===== src/rtl/bus_switch_arbiter_if.sv =====
// rtl/bus_switch_arbiter_if.sv - request/grant/select bundle between requesters and the line-switch arbiter
// The master side is the pair of requesters; the slave side is the arbiter.
interface bus_switch_arbiter_if;
  logic req1;
  logic req2;
  logic gnt1;
  logic gnt2;
  logic sel;
  logic busy;
  logic timeout;

  modport master (
    output req1,
    output req2,
    input  gnt1,
    input  gnt2,
    input  sel,
    input  busy,
    input  timeout
  );

  modport slave (
    input  req1,
    input  req2,
    output gnt1,
    output gnt2,
    output sel,
    output busy,
    output timeout
  );
endinterface


===== src/rtl/bus_switch_arbiter.sv =====
// rtl/bus_switch_arbiter.sv - round-robin owner of the a<->b1/b2 line switch
// Drives the switch select and grants, with settle/guard intervals and optional hold-limit pre-emption.
module bus_switch_arbiter #(
  parameter int SETTLE   = 4,
  parameter int GUARD    = 2,
  parameter int MAX_HOLD = 0
) (
  input  logic                 clk,
  input  logic                 rst_n,
  bus_switch_arbiter_if.slave  bus
);

  localparam int MAX_SG = (SETTLE > GUARD) ? SETTLE : GUARD;
  localparam int MAX_P  = (MAX_SG > MAX_HOLD) ? MAX_SG : MAX_HOLD;
  localparam int CW     = $clog2(MAX_P + 1);

  localparam logic [CW-1:0] SETTLE_END = CW'(SETTLE - 1);
  localparam logic [CW-1:0] GUARD_END  = CW'(GUARD - 1);
  localparam logic [CW-1:0] HOLD_LIM   = CW'(MAX_HOLD);
  // Saturating at the limit keeps the equality test live for a late-arriving competitor.
  localparam logic [CW-1:0] HOLD_SAT   = (MAX_HOLD == 0) ? {CW{1'b1}} : CW'(MAX_HOLD);
  localparam logic [CW-1:0] CNT_ONE    = CW'(1);

  typedef enum logic [1:0] {
    S_IDLE    = 2'd0,
    S_SETTLE  = 2'd1,
    S_GRANT   = 2'd2,
    S_RELEASE = 2'd3
  } state_t;

  state_t        state_q, state_d;
  logic [CW-1:0] cnt_q, cnt_d;
  logic [CW-1:0] hold_q, hold_d;
  // Requester encoding for win/last: 0 = requester 1, 1 = requester 2.
  logic          win_q, win_d;
  logic          last_q, last_d;
  logic          sel_q, sel_d;
  logic          gnt1_q, gnt1_d;
  logic          gnt2_q, gnt2_d;
  logic          busy_q, busy_d;
  logic          timeout_q, timeout_d;

  logic          req_own;
  logic          req_other;
  logic          win_idle;

  always_comb begin
    state_d   = state_q;
    cnt_d     = cnt_q;
    hold_d    = hold_q;
    win_d     = win_q;
    last_d    = last_q;
    sel_d     = sel_q;
    gnt1_d    = gnt1_q;
    gnt2_d    = gnt2_q;
    busy_d    = busy_q;
    timeout_d = 1'b0;

    req_own   = win_q ? bus.req2 : bus.req1;
    req_other = win_q ? bus.req1 : bus.req2;
    win_idle  = (bus.req1 && bus.req2) ? ~last_q : bus.req2;

    case (state_q)
      S_IDLE: begin
        if (bus.req1 || bus.req2) begin
          win_d  = win_idle;
          busy_d = 1'b1;
          if (sel_q == ~win_idle) begin
            state_d = S_GRANT;
            gnt1_d  = ~win_idle;
            gnt2_d  = win_idle;
            last_d  = win_idle;
            hold_d  = CNT_ONE;
          end else begin
            state_d = S_SETTLE;
            sel_d   = ~win_idle;
            cnt_d   = '0;
          end
        end
      end

      S_SETTLE: begin
        if (!req_own) begin
          state_d = S_IDLE;
          busy_d  = 1'b0;
        end else if (cnt_q == SETTLE_END) begin
          state_d = S_GRANT;
          gnt1_d  = ~win_q;
          gnt2_d  = win_q;
          last_d  = win_q;
          hold_d  = CNT_ONE;
        end else begin
          cnt_d = (cnt_q == {CW{1'b1}}) ? cnt_q : cnt_q + CNT_ONE;
        end
      end

      S_GRANT: begin
        if (!req_own) begin
          state_d = S_RELEASE;
          gnt1_d  = 1'b0;
          gnt2_d  = 1'b0;
          cnt_d   = '0;
        end else if ((MAX_HOLD != 0) && (hold_q == HOLD_LIM) && req_other) begin
          state_d   = S_RELEASE;
          gnt1_d    = 1'b0;
          gnt2_d    = 1'b0;
          cnt_d     = '0;
          timeout_d = 1'b1;
        end else begin
          hold_d = (hold_q == HOLD_SAT) ? hold_q : hold_q + CNT_ONE;
        end
      end

      S_RELEASE: begin
        if (cnt_q == GUARD_END) begin
          state_d = S_IDLE;
          busy_d  = 1'b0;
        end else begin
          cnt_d = (cnt_q == {CW{1'b1}}) ? cnt_q : cnt_q + CNT_ONE;
        end
      end

      default: begin
        state_d = S_IDLE;
        gnt1_d  = 1'b0;
        gnt2_d  = 1'b0;
        busy_d  = 1'b0;
      end
    endcase
  end

  always_ff @(posedge clk or negedge rst_n) begin
    if (!rst_n) begin
      state_q   <= S_IDLE;
      cnt_q     <= '0;
      hold_q    <= '0;
      win_q     <= 1'b0;
      last_q    <= 1'b1;
      sel_q     <= 1'b1;
      gnt1_q    <= 1'b0;
      gnt2_q    <= 1'b0;
      busy_q    <= 1'b0;
      timeout_q <= 1'b0;
    end else begin
      state_q   <= state_d;
      cnt_q     <= cnt_d;
      hold_q    <= hold_d;
      win_q     <= win_d;
      last_q    <= last_d;
      sel_q     <= sel_d;
      gnt1_q    <= gnt1_d;
      gnt2_q    <= gnt2_d;
      busy_q    <= busy_d;
      timeout_q <= timeout_d;
    end
  end

  assign bus.gnt1    = gnt1_q;
  assign bus.gnt2    = gnt2_q;
  assign bus.sel     = sel_q;
  assign bus.busy    = busy_q;
  assign bus.timeout = timeout_q;

endmodule

===== src/flat_wrapper.sv =====
// flat-port wrapper written by rule: the top's interface ports become plain ports
module bus_switch_arbiter_flat 
#(
  parameter int SETTLE   = 4,
  parameter int GUARD    = 2,
  parameter int MAX_HOLD = 0
)
  (clk, rst_n, bus_req1, bus_req2, bus_gnt1, bus_gnt2, bus_sel, bus_busy, bus_timeout);
  bus_switch_arbiter_if bus_i ();
  input  logic clk;
  input  logic rst_n;
  input wire logic [$bits(bus_i.req1)-1:0] bus_req1;
  input wire logic [$bits(bus_i.req2)-1:0] bus_req2;
  output wire logic [$bits(bus_i.gnt1)-1:0] bus_gnt1;
  output wire logic [$bits(bus_i.gnt2)-1:0] bus_gnt2;
  output wire logic [$bits(bus_i.sel)-1:0] bus_sel;
  output wire logic [$bits(bus_i.busy)-1:0] bus_busy;
  output wire logic [$bits(bus_i.timeout)-1:0] bus_timeout;
  assign bus_i.req1 = bus_req1;
  assign bus_i.req2 = bus_req2;
  assign bus_gnt1 = bus_i.gnt1;
  assign bus_gnt2 = bus_i.gnt2;
  assign bus_sel = bus_i.sel;
  assign bus_busy = bus_i.busy;
  assign bus_timeout = bus_i.timeout;
  bus_switch_arbiter #(.SETTLE(SETTLE), .GUARD(GUARD), .MAX_HOLD(MAX_HOLD)) u_core (.clk(clk), .rst_n(rst_n), .bus(bus_i));
endmodule

===== config.mk =====
export PLATFORM = sky130hd
export DESIGN_NAME = bus_switch_arbiter_flat
export DESIGN_NICKNAME = d
export VERILOG_FILES = /design/src/rtl/bus_switch_arbiter_if.sv /design/src/rtl/bus_switch_arbiter.sv /design/src/flat_wrapper.sv
export SDC_FILE = /design/constraint.sdc
export NUM_CORES = 1
export LEC_CHECK = 0
export CORE_MARGIN = 2
export CORE_UTILIZATION = 53
export DETAILED_ROUTE_END_ITERATION = 10
export GPL_TIMING_DRIVEN = 0
export PLACE_DENSITY_LB_ADDON = 0.2
export SETUP_SLACK_MARGIN = 0.3
export SYNTH_ARGS = -nofsm -noshare
export SYNTH_HDL_FRONTEND = slang
export SYNTH_SLANG_ARGS = --single-unit

===== constraint.sdc =====
create_clock -name clk -period 2.4 [get_ports clk]
set_input_delay 0.6 -clock clk [delete_from_list [all_inputs] [get_ports clk]]
set_output_delay 0.6 -clock clk [all_outputs]
set_load 0.03 [all_outputs]

==> qor.yml <==
dp_hpwl_um: 1070
clk_pin_slew_ns: 0.07
seqPwrFrac: 0.263
r2r_setup_slack_ns: 0.32
portBuffers: 7
p_int_mw: 0.805
cap_violations: 0
skew_ns: 0.00523
num_rows: 13
grt_max_degree: 12
synth_nets: 93
die_y_um: 42.5
syn_avg_cell_area_um2: 9.72
cts_buffers: 3
final_area_um2: 942
synthFlopType: "dfrtp_1"
clockPowerShare: 0.090
fmax_mhz: 476
total_power_mw: 1.37
synthCells: 81
grt_usage: 0.183
cp-end-kind: "flop"
clockBufferDepth: 2
grt_pass1_vias: 576
first_pass_iters: 4
die_x_um: 42.5
finalHoldViolCount: 0
hold_depth: 1
synth-seq-cells: 11
cts_tree: "built"
cts-hold-fix-buffers: 0
syn_to_final_growth_pct: 19.7
cp_max_fo: 4
grt_pass1_wl_um: 2480
ir_drop_v: 0.000859
pwr-share-comb: 0.646
ys_warn_count: 0
ys_types: 26
fin_ws_ns: 0.300
grt_overflow: 0
seq_area_frac_synth: 0.353
fin_nets: 107
ios: 9
layout.cells.non_filler: 109
yosys-top-cells-count: "dfrtp_1, ha_1, nor2_1, inv_1, nand2_1"
switching_share: 0.412
critical_path_class: "in -> reg"
synth_top_area_cell: "dfrtp_1"
drt_iter0_markers: 8
setup_viol: 0
placedCellCount: 103
final-max-slew-violation-count: 0
synth.most_common_cell: "dfrtp_1"
worstMarginPinSlew_ns: 0.502
floorplan.initialDensity: 0.583
h-tree-depth: 1
hold_class: "reg -> reg"
pre_cts_ws_ns: -0.374
switchingPower_mw: 0.564
period_minus_slack_ns: 2.10
die-area_um2: 1810
synth_area_leaders: "dfrtp_1, ha_1, mux2_4, mux2_2, dfstp_2"
p_leak_nw: 0.445
clock-sinks: 11
syn_area_um2: 787
cts_root_buf: "clkbuf_4"
period_share: 0.875
routedWlPerCell_um: 13.3
cp.arrival_ns: 2.26
num_antenna_cells: 0
drc: 0
worst_skew_pair.late_latency_ns: 0.27
placed_area_um2: 888
rsz0062_at_grt: "true"
maxSlewHeadroom: 0.664
fin_util: 0.698
synth_edf_count: 0
drive_gt1_frac: 0.266
vias: 583
core_area_um2: 1350
avgViaCountPerCell: 5.35
synthArstFlopShare: 1.00
reg2reg_depth: 6
wirelength_um: 1450
p_per_area_nw_per_um2: 1450
synth_top_area_frac: 0.286
gp_congestion: 0.822
antenna_found_initial: 0
ant_nets: 0
startpoint_type: "input port"
cp.required_ns: 2.56
outcome: "completed"
## metal layers
layer	share of wire	track usage
met2	0.46	0.283
met1	0.50	0.247
met4	0	0.0188
met5	0	0
met3	0.039	0.0776
## power by group through the flow
stage,clock (mW),combinational [mW],sequential (mW)
floorplan,0,0.602,0.415
global placement,0,0.820,0.360
detailed placement,0,0.832,0.368
CTS,0.130,0.880,0.358
global route,0.139,0.981,0.370
finish,0.124,0.885,0.361
## critical path: stages
cell and delay (ns):
clkdlybuf4s15_2 0.23, mux2i_4 0.20, mux2_4 0.33, or4_4 0.58, mux2_4 0.31
## sequential cells by signal (all words and copies together), names as in the netlist
signal           count
u_core.win_q         1
u_core.bus.gnt2      1
u_core.last_q        1
u_core.state_q       2
u_core.bus.gnt1      1
u_core.bus.busy      1
u_core.bus.sel       1
u_core.cnt_q         3
## layout by cell type (no fill, tap or decap), types with 2 or more instances in the layout
| cell type | instances |
|---|---|
| buf_4 | 4 |
| nand2b_1 | 4 |
| mux2_4 | 4 |
| dfstp_2 | 2 |
| a21oi_1 | 5 |
| nand2_1 | 6 |
| clkbuf_4 | 3 |
| mux2_2 | 5 |
| inv_1 | 6 |
| dfrtp_1 | 8 |
| ha_1 | 8 |
| a22o_1 | 2 |
| clkbuf_1 | 2 |
| clkdlybuf4s50_1 | 4 |
| o21ai_0 | 5 |
| mux2i_1 | 2 |
| nor2_1 | 8 |
## per-stage QoR
stage               setup TNS (ns)  hold WS [ns]
CTS                              0         0.511
floorplan                        0         0.304
global placement             -1.90         0.492
finish                           0         0.509
global route                     0         0.518
detailed placement           -2.02         0.491
## cell families after synthesis
| group | after synthesis | synth area share |
|---|---|---|
| other cells | 1 | 0.00476 |
| flops | 11 | 0.353 |
| mux | 12 | 0.186 |
| buf+inv | 9 | 0.0477 |
| compound gates | 17 | 0.135 |
| simple gates | 23 | 0.146 |
| fa+ha+maj | 8 | 0.127 |
## final timing paths
check / start / end
min in group asynchronous: rst_n / u_core.cnt_q[2]
max reg2reg: u_core.state_q[0] / u_core.bus.gnt1
max in group asynchronous: rst_n / u_core.win_q
min reg2reg: u_core.bus.busy / u_core.bus.busy
max: bus_req2 / u_core.cnt_q[1]
min: u_core.bus.busy / u_core.bus.busy
## repair_timing
action | 4_1_cts | 5_1_grt
pin swaps | 1 | 1
endpoints found under the hold margin | 0 | 0
resized for setup | 13 | 2
buffers inserted | 2 | 0
setup endpoints to repair | 8 | 7
## layout make-up
type / instances / area (um^2)
buffer: 3 / 18.8
inverter: 6 / 22.5
sequential: 11 / 279
multi-input combinational: 61 / 493
clock buffer: 4 / 26.3
timing repair buffer: 9 / 83.8
tap: 15 / 18.8
fill: 107 / 408
Power figures use the tool's default switching activity.
